[src/rtl/mips_arb_pkg.sv]
// Shared types and constants for the fetch/MEM memory-port arbiter.
package mips_arb_pkg;

    localparam int MEM_ARB_DATA_W = 32;
    localparam int MEM_ARB_BE_W   = 4;

    // Arbiter sequencer states: one access outstanding at a time
    typedef enum logic [1:0] {
        IDLE   = 2'd0,
        BUSY_F = 2'd1,
        BUSY_M = 2'd2
    } arb_state_t;

    // Grant selection made in IDLE
    typedef enum logic [1:0] {
        GNT_NONE = 2'd0,
        GNT_F    = 2'd1,
        GNT_M    = 2'd2
    } arb_gnt_t;

    // MEM wins ties unless it has used up its run while fetch waited
    function automatic arb_gnt_t arb_pick(input logic f_req,
                                          input logic m_req,
                                          input logic run_full);
        if (m_req && (!f_req || !run_full)) return GNT_M;
        if (f_req) return GNT_F;
        return GNT_NONE;
    endfunction

endpackage

[src/rtl/arb_stall_counter.sv]
// 32-bit saturating event counter with enable, used for stall statistics.
module arb_stall_counter
    import mips_arb_pkg::*;
(
    input  logic                      clk,
    input  logic                      rst_n,
    input  logic                      en,
    output logic [MEM_ARB_DATA_W-1:0] count
);

    // Count enabled cycles, sticking at all-ones
    always_ff @(posedge clk or negedge rst_n) begin
        if (!rst_n) begin
            count <= '0;
        end else if (en && (count != '1)) begin
            count <= count + 1'b1;
        end
    end

endmodule

[src/rtl/mem_port_arbiter.sv]
// Shares one single-port synchronous RAM between fetch (F) and MEM stages.
// MEM has priority; a run counter hands the port to a waiting fetch after
// MAX_MEM_RUN consecutive MEM grants. Each access holds the port for
// MEM_LAT+2 cycles: grant, RAM strobe, wait, completion.
// Optional stall counters are built when MEM_ARB_PERF_CNT_EN is defined.
module mem_port_arbiter
    import mips_arb_pkg::*;
#(
    parameter int MEM_LAT     = 2,
    parameter int MAX_MEM_RUN = 4
) (
    input  logic                      SYS_clk,
    input  logic                      SYS_reset_n,

    input  logic                      F_req,
    input  logic [MEM_ARB_DATA_W-1:0] F_addr,
    output logic [MEM_ARB_DATA_W-1:0] F_rdata,
    output logic                      F_valid,
    output logic                      F_stall,

    input  logic                      MEM_req,
    input  logic                      MEM_we,
    input  logic [MEM_ARB_DATA_W-1:0] MEM_addr,
    input  logic [MEM_ARB_DATA_W-1:0] MEM_wdata,
    input  logic [MEM_ARB_BE_W-1:0]   MEM_be,
    output logic [MEM_ARB_DATA_W-1:0] MEM_rdata,
    output logic                      MEM_valid,
    output logic                      MEM_stall,

    output logic                      RAM_en,
    output logic                      RAM_we,
    output logic [MEM_ARB_DATA_W-1:0] RAM_addr,
    output logic [MEM_ARB_DATA_W-1:0] RAM_wdata,
    output logic [MEM_ARB_BE_W-1:0]   RAM_be,
    input  logic [MEM_ARB_DATA_W-1:0] RAM_rdata,

    output logic [MEM_ARB_DATA_W-1:0] ARB_f_stall_cnt,
    output logic [MEM_ARB_DATA_W-1:0] ARB_mem_stall_cnt
);

    localparam logic [2:0] LAT_LOAD = 3'(MEM_LAT);
    localparam logic [3:0] RUN_MAX  = 4'(MAX_MEM_RUN);

    arb_state_t state;
    arb_state_t state_nxt;
    arb_gnt_t   gnt;
    logic [2:0] lat_cnt;
    logic [3:0] run_cnt;
    logic       acc_we;
    logic       done;

    assign done = (lat_cnt == 3'd0);

    // State register
    always_ff @(posedge SYS_clk or negedge SYS_reset_n) begin
        if (!SYS_reset_n) begin
            state <= IDLE;
        end else begin
            state <= state_nxt;
        end
    end

    // Next-state and grant decision
    always_comb begin
        state_nxt = state;
        gnt       = GNT_NONE;
        case (state)
            IDLE: begin
                gnt = arb_pick(F_req, MEM_req, run_cnt == RUN_MAX);
                if (gnt == GNT_F) state_nxt = BUSY_F;
                else if (gnt == GNT_M) state_nxt = BUSY_M;
            end
            BUSY_F, BUSY_M: begin
                if (done) state_nxt = IDLE;
            end
            default: state_nxt = IDLE;
        endcase
    end

    // Completion pulses; read data is passed straight through on the completion cycle
    always_comb begin
        F_valid   = (state == BUSY_F) && done;
        MEM_valid = (state == BUSY_M) && done;
        F_rdata   = F_valid ? RAM_rdata : '0;
        MEM_rdata = (MEM_valid && !acc_we) ? RAM_rdata : '0;
    end

    assign F_stall   = F_req & ~F_valid;
    assign MEM_stall = MEM_req & ~MEM_valid;

    // Capture the granted request and drive the one-cycle RAM strobe
    always_ff @(posedge SYS_clk or negedge SYS_reset_n) begin
        if (!SYS_reset_n) begin
            RAM_en    <= 1'b0;
            RAM_we    <= 1'b0;
            RAM_addr  <= '0;
            RAM_wdata <= '0;
            RAM_be    <= '0;
            acc_we    <= 1'b0;
        end else begin
            RAM_en <= (gnt != GNT_NONE);
            RAM_we <= (gnt == GNT_M) && MEM_we;
            if (gnt == GNT_M) begin
                RAM_addr  <= MEM_addr;
                RAM_wdata <= MEM_wdata;
                RAM_be    <= MEM_be;
                acc_we    <= MEM_we;
            end else if (gnt == GNT_F) begin
                RAM_addr  <= F_addr;
                acc_we    <= 1'b0;
            end
        end
    end

    // Latency countdown and MEM run length tracking
    always_ff @(posedge SYS_clk or negedge SYS_reset_n) begin
        if (!SYS_reset_n) begin
            lat_cnt <= '0;
            run_cnt <= '0;
        end else begin
            if (gnt != GNT_NONE) begin
                lat_cnt <= LAT_LOAD;
            end else if ((state != IDLE) && !done) begin
                lat_cnt <= lat_cnt - 1'b1;
            end
            if (gnt == GNT_F) begin
                run_cnt <= '0;
            end else if (gnt == GNT_M) begin
                run_cnt <= F_req ? (run_cnt + 1'b1) : 4'd0;
            end
        end
    end

`ifdef MEM_ARB_PERF_CNT_EN
    arb_stall_counter u_f_stall_cnt (
        .clk   (SYS_clk),
        .rst_n (SYS_reset_n),
        .en    (F_stall),
        .count (ARB_f_stall_cnt)
    );

    arb_stall_counter u_mem_stall_cnt (
        .clk   (SYS_clk),
        .rst_n (SYS_reset_n),
        .en    (MEM_stall),
        .count (ARB_mem_stall_cnt)
    );
`else
    assign ARB_f_stall_cnt   = '0;
    assign ARB_mem_stall_cnt = '0;
`endif

endmodule

[config.mk]
export PLATFORM = sky130hd
export DESIGN_NAME = mem_port_arbiter
export DESIGN_NICKNAME = d
export VERILOG_FILES = /design/src/rtl/mips_arb_pkg.sv /design/src/rtl/arb_stall_counter.sv /design/src/rtl/mem_port_arbiter.sv
export SDC_FILE = /design/constraint.sdc
export NUM_CORES = 1
export LEC_CHECK = 0
export CORE_AREA = 2 2 133 135
export DETAILED_ROUTE_END_ITERATION = 10
export DIE_AREA = 0 0 135 137
export MAX_ROUTING_LAYER = met4
export PLACE_DENSITY = 0.7
export SLEW_MARGIN = 10
export SYNTH_ARGS = -nofsm -noshare
export SYNTH_HDL_FRONTEND = slang
export SYNTH_SLANG_ARGS = --single-unit
[constraint.sdc]
create_clock -name SYS_clk -period 2.9 [get_ports SYS_clk]
set_input_delay 0.87 -clock SYS_clk [delete_from_list [all_inputs] [get_ports SYS_clk]]
set_output_delay 0.87 -clock SYS_clk [all_outputs]
set_load 0.01 [all_outputs]
==> flow_summary_export.csv <==
group,metric,value,unit
outcome,status,"finished, final reports clean",
finish,fillers,1661,
sta,fin_skew,0.00461,ns
placement,dp_hpwl,10000,µm
finish,final_nets,867,
global_route,grt_pass1_vias,3760,
logic_synthesis,synth_top_area_cell,"dfrtp_1",
sta,hold_viol,0,
power_and_ir_drop,combPwrFrac,53.1,%
sta,setup_viol,0,
routing,vias,3911,
floorplan,ios,339,
finish,drive_gt1_share,15.9,%
power_and_ir_drop,powerDensity,880,mW/mm²
worst_setup_path,cp-start-kind,"register",
power_and_ir_drop,vdd_drop_max,0.000440,V
floorplan,core_area,0.0171,mm²
finish,areaGrowthSynthToFinish,73.0,%
power_and_ir_drop,p_int,0.00451,W
power_and_ir_drop,finalPower,0.00680,W
routing,first_iter_violations,135,
cts,cts.sinks,80,
min_path,worstHoldPathType,"register to register",
routing,drt_wl_total,13400,µm
sta,worstMarginPinSlew,0.514,ns
power_and_ir_drop,swShare,33.7,%
logic_synthesis,synth_cells,428,
power_and_ir_drop,p_seq_share,28.8,%
cts,cts_tree,"yes",
finish,fin_area,0.00773,mm²
sta,fin_setup_tns,0,ns
logic_synthesis,synth_area_leaders,"dfrtp_1, buf_4, mux2_2, mux2i_1, and2_1",
logic_synthesis,synth_warnings,0,
cts,clockBufferDepth,2,
global_route,gr-usage-all-layers,14.3,%
sta,finalCritPeriodShare,96.8,%
worst_setup_path,endpoint_kind,"output pin",
cts,htreeDepth,3,
cts,ctsHoldBuffers,0,
cts,clock_latency,0.33,ns
placement,port_buffers,274,
cts,cts-root-buf,"clkbuf_16",
floorplan,num_rows,48,
worst_setup_path,worst-path-max-fanout,8,
cts,path_clk_slew,0.06,ns
logic_synthesis,synth_cell_types,34,
routing,postRouteAntennaNets,0,
cts,numCtsBuffers,9,
floorplan,die_w,135,µm
global_route,grt_overflow_total,0,
job,timing.max_cap.violations,0,
floorplan,start_util,26.2,%
global_route,grt_pass1_wl,20000,µm
sta,slew_viol_final,0,
placement,gp_congestion,0.753,
worst_setup_path,worstSetupPathType,"register to output pin",
power_and_ir_drop,p_leak,3.69,nW
routing,vias_per_cell,4.11,
sta,fin_crit,2.81,ns
logic_synthesis,netlist_area,0.00447,mm²
worst_setup_path,required,2.03,ns
power_and_ir_drop,clockPowerShare,18.0,%
routing,drc,0,
routing,wl_per_cell,14.0,µm
placement,place_area,0.00731,mm²
floorplan,fp.dieH,137,µm
logic_synthesis,synth_top_area_share,44.8,%
logic_synthesis,seq_area_frac_synth,44.8,%
worst_setup_path,rrSetupSlack,0.55,ns
worst_setup_path,arrival,1.94,ns
global_route,antenna_found_initial,2,
sta,slew_headroom,65.7,%
logic_synthesis,yosys_register_bits,80,
logic_synthesis,avgSynthCellArea,10.4,µm²
routing,drt_pass1_iterations,4,
sta,fmax,0.356,GHz
global_route,grt_max_degree,68,
floorplan,dieArea,0.0185,mm²
power_and_ir_drop,switching_power,0.00230,W
[sequential cells by signal, summed over array words and instances (netlist names)]
name / flops
RAM_addr: 32
RAM_wdata: 32
RAM_be: 4
run_cnt: 4
lat_cnt: 3
state: 2
RAM_en: 1
RAM_we: 1
acc_we: 1
[per-layer routing]
metal | track usage (%) | routed length (µm) | vias up
met5 | - | 0 | -
met4 | 4.69 | 235 | 0
li1 | - | - | 1896
met1 | 15.8 | 4900 | 1816
met3 | 3.81 | 1060 | 12
met2 | 25.2 | 7150 | 187
[final timing paths]
kind | startpoint | to | cells past startpoint
max in group asynchronous | SYS_reset_n | RAM_addr[12]$_DFFE_PN0P_ | 2
worst max register to register | state[0]$_DFFE_PN0P_ | RAM_addr[21]$_DFFE_PN0P_ | 9
worst max-delay path | lat_cnt[0]$_DFFE_PN0P_ | F_rdata[8] | 8
worst min-delay path | run_cnt[3]$_DFFE_PN0P_ | run_cnt[3]$_DFFE_PN0P_ | 1
worst min register to register | run_cnt[3]$_DFFE_PN0P_ | run_cnt[3]$_DFFE_PN0P_ | 1
min in group asynchronous | SYS_reset_n | RAM_be[0]$_DFFE_PN0N_ | 1
[cells by family after synthesis]
logic type,Yosys count,synth area share [%]
simple gates,118,14.8
flops,80,44.8
other cells,1,0.0839
compound gates,48,5.88
mux,70,16.7
buf+inv,100,14.6
fa+ha+maj,11,3.08
[final cells by class]
| class | count | area (µm²) | area share, % |
|---|---|---|---|
| tap | 225 | 282 | 3.64 |
| timing repair buffer | 307 | 3010 | 38.9 |
| multi-input combinational | 311 | 2080 | 26.9 |
| sequential | 80 | 2000 | 25.9 |
| clock buffer | 11 | 243 | 3.14 |
| inverter | 10 | 37.5 | 0.486 |
| clock inverter | 5 | 80.1 | 1.04 |
| antenna | 2 | 5.00 | 0.0647 |
[timing repair]
action / in CTS / in global routing
gates resized for setup: 100 / 17
pin swaps: 3 / 2
setup endpoints to repair: 67 / 22
buffers inserted: 8 / 6
gates cloned: 3 / 0
[critical path: stages, from the launching register on]
cell,delay (ns)
dfrtp_1,0.37
inv_2,0.06
ha_4,0.17
nor2b_4,0.12
buf_4,0.16
buf_12,0.12
buf_16,0.12
and3_1,0.19
dlygate4sd2_1,0.29
[stage by stage]
step,setup WS [ns],std cells,util [%],hold WS (ns)
2_1_floorplan,0.556,491,-,0.464
3_3_place_gp,-0.0805,916,42.9,0.485
3_5_place_dp,-0.115,916,42.9,0.491
4_1_cts,0.00116,943,45.4,0.505
5_1_grt,-0.0130,951,45.3,0.516
6_report,0.0925,951,45.3,0.503
[cells in the final DEF, fill, tap and decap left out, types with 3 or more instances in the layout]
master | synthesis | layout
a21oi_1 | 34 | 34
and2_1 | 36 | 36
and3_1 | 31 | 31
buf_12 | 0 | 8
buf_2 | 9 | 7
buf_4 | 67 | 23
clkbuf_16 | 0 | 9
clkbuf_2 | 6 | 10
clkdlybuf4s50_1 | 0 | 206
conb_1 | 1 | 64
dfrtp_1 | 80 | 80
dlygate4sd2_1 | 0 | 50
ha_1 | 11 | 7
ha_2 | 0 | 3
inv_1 | 10 | 7
inv_2 | 0 | 3
mux2_2 | 37 | 37
mux2i_1 | 33 | 33
nor2_1 | 33 | 33
o21ai_0 | 5 | 5
[power groups by stage]
stage               combinational (W)  sequential [W]  clock, W
floorplan                     0.00147         0.00218         0
global placement              0.00340         0.00195         0
detailed placement            0.00343         0.00196         0
CTS                           0.00363         0.00197   0.00127
global route                  0.00392         0.00203   0.00132
finish                        0.00362         0.00196   0.00123
[cells in the mapped netlist]
cell type and number:
buf_2 9, conb_1 1, and3_1 31, nor2b_1 2, or3_1 1, nand3b_1 2
and2_2 1, nand2b_1 2, nand4b_1 1, buf_6 1, o311ai_0 1, a21o_1 2
o22ai_1 2, or4_1 1, and2_1 36, and3_2 2, dfrtp_1 80, mux2_2 37
nand3_1 1, clkbuf_1 7, o22a_1 1, mux2i_1 33, inv_1 10, buf_4 67
clkbuf_2 6, o21ai_0 5, nor2_2 1, nor2_1 33, nand2_1 2, a21oi_1 34
a21boi_0 2, ha_1 11, nor3b_1 2, a22oi_1 1
Power figures use the tool's default switching activity.
==> variant, RTL diff (config.mk and constraints unchanged) <==
Add a define of `MEM_ARB_PERF_CNT_EN`.
--- a/src/rtl/mem_port_arbiter.sv
+++ b/src/rtl/mem_port_arbiter.sv
@@ -5,2 +5,4 @@
 // Optional stall counters are built when MEM_ARB_PERF_CNT_EN is defined.
+`define MEM_ARB_PERF_CNT_EN
+
 module mem_port_arbiter
Function: changed (a bounded check fails within 4 cycles, from zero or initial values and one cycle with SYS_reset_n low).
==> variant against the unedited design <==
  * Total power grew 41%
  * Routed wire length is 65% higher
  * Largest cell class is now sequential cells
  * Largest power group unchanged
  * Combinational power rose by 9.9%
  * Sequential cell count grew 64
  * Clock power increased by 100%
  * Final area up 49%
  * Non-clock buffer count rose by 67
  * Critical endpoint is now F_valid
  * Die area unchanged
  * Worst setup slack worse by 0.013 ns
  * Worst hold slack worse by 0.092 ns
  * Synthesized cell count increased by 53%
  * Register-to-register slack worse by 0.17 ns
  * Clock skew rose by 0.0039 ns
  * Synthesized area rose by 57%
==> variant: results (changes against the unedited design) <==
INFO  metric worst-r2r-cell-count = 11 (+2)
INFO  metric critPathLaunch = lat_cnt[0]
INFO  metric reg2reg_slack = 0.38 ns (-0.17 ns)
INFO  metric post-layout-total-power = 9.58 mW (+41%)
INFO  metric slowest_stage_cell_cp = sky130_fd_sc_hd__clkdlybuf4s50_1
INFO  metric numPortBuffers = 338 (+23%)
INFO  metric drt-pass1-iter-count = 5 (+1)
INFO  metric initialDrtViolationCount = 300 (+120%)
INFO  metric power.ir.vdd_worst = 0.000488 V (+11%)
INFO  metric largest_net_degree_at_the_start_of_global_routing = 56 (-18%)
INFO  metric reg2reg_start = lat_cnt[0]
INFO  metric worst-path-max-fanout = 4 (-4)
INFO  metric cts-buffers-inserted = 17 (+8)
INFO  metric clk-insertion-delay-late = 0.42 ns (+0.09 ns)
INFO  metric gp_congestion = 0.833 (+11%)
INFO  metric wl_met2 = 11.2 mm (+56%)
INFO  metric crit_end = F_valid
INFO  metric post-route-worst-setup-slack = 0.0792 ns (-0.0133 ns)
INFO  metric clock_tree.htree_level_count = 4 (+1)
INFO  metric post_synth_main_area_contributors = sky130_fd_sc_hd__dfrtp_1 51%, sky130_fd_sc_hd__mux2_2 6.4%, sky130_fd_sc_hd__mux2i_1 4.7%, sky130_fd_sc_hd__xor2_1 4.6%, sky130_fd_sc_hd__and3_1 3.9%
INFO  metric layout.filler_cells = 1405 (-15%)
INFO  metric post_route_cells_drive_above_1_share = 0.155 (-0.00395)
INFO  metric static-leakage-power = 5.31 nW (+44%)
INFO  metric met3_routed_length = 1.69 mm (+60%)
INFO  metric max_stage_delay = 0.60 ns (+0.23 ns)
INFO  metric grt.total_usage = 0.244 (+0.101)
INFO  metric r2r-end = u_mem_stall_cnt.count[11]
INFO  metric dr_total_vias = 6243 (+60%)
INFO  metric preCtsSetupSlack = -0.242 ns (-0.127 ns)
INFO  metric finish.net_count = 1170 (+35%)
INFO  metric netlist-cell-type-count = 51 (+50%)
INFO  metric internal_power = 6.53 mW (+45%)
INFO  metric min_path_type = primary input to async pin
INFO  metric finalWirelength = 22.0 mm (+65%)
INFO  metric run_status = complete, no violations
INFO  metric grt_first_pass_wirelength = 33.5 mm (+67%)
INFO  metric post_layout_nonfiller_instances = 1260 (+32%)
INFO  metric hpwl_dp = 16.7 mm (+67%)
INFO  metric first_global_vias = 6136 (+63%)
variant: repair_timing:
item	in CTS	in global routing
pin swaps	3	2
endpoints found under the setup margin	68	33
cloned	1	0
hold endpoints to repair	0	0
hold buffers	0	0
buffers inserted	2	1
gates resized for setup	131	28
variant: power groups by stage:
stage	Sequential [mW]	Clock, mW	Combinational, mW
floorplan	3.35	0	1.47
global placement	3.11	0	3.93
detailed placement	3.13	0	3.98
CTS	3.12	2.53	4.01
global route	3.21	2.62	4.26
finish	3.12	2.49	3.98
variant: metal layers:
layer,vias up,track usage
met5,-,-
met4,0,0.0978
met3,38,0.0681
met2,243,0.416
met1,2949,0.273
li1,3013,-
variant: layout make-up:
| cell class | count | share of cell area |
|---|---|---|
| Antenna cell | 2 | 0.000435 |
| Clock inverter | 9 | 0.0153 |
| Inverter | 21 | 0.00685 |
| Sequential cell | 144 | 0.313 |
| Multi-Input combinational cell | 462 | 0.284 |
| Timing Repair Buffer | 374 | 0.313 |
| Tap cell | 225 | 0.0245 |
| Clock buffer | 23 | 0.0433 |
variant: kinds of logic after synthesis:
| family | share of synthesized area |
|---|---|
| buf+inv | 0.0272 |
| compound gates | 0.0445 |
| flops | 0.513 |
| fa+ha+maj | 0.0231 |
| xor+xnor | 0.0748 |
| simple gates | 0.207 |
| mux | 0.111 |
variant: worst min-delay path by stage:
stage / end / cells past startpoint
after floorplan: run_cnt[3] / 1
after global placement: u_f_stall_cnt.count[7] / 1
after detailed placement: u_f_stall_cnt.count[31] / 1
after CTS: RAM_wdata[29] / 1
after global routing: RAM_wdata[31] / 1
final: RAM_wdata[29] / 1
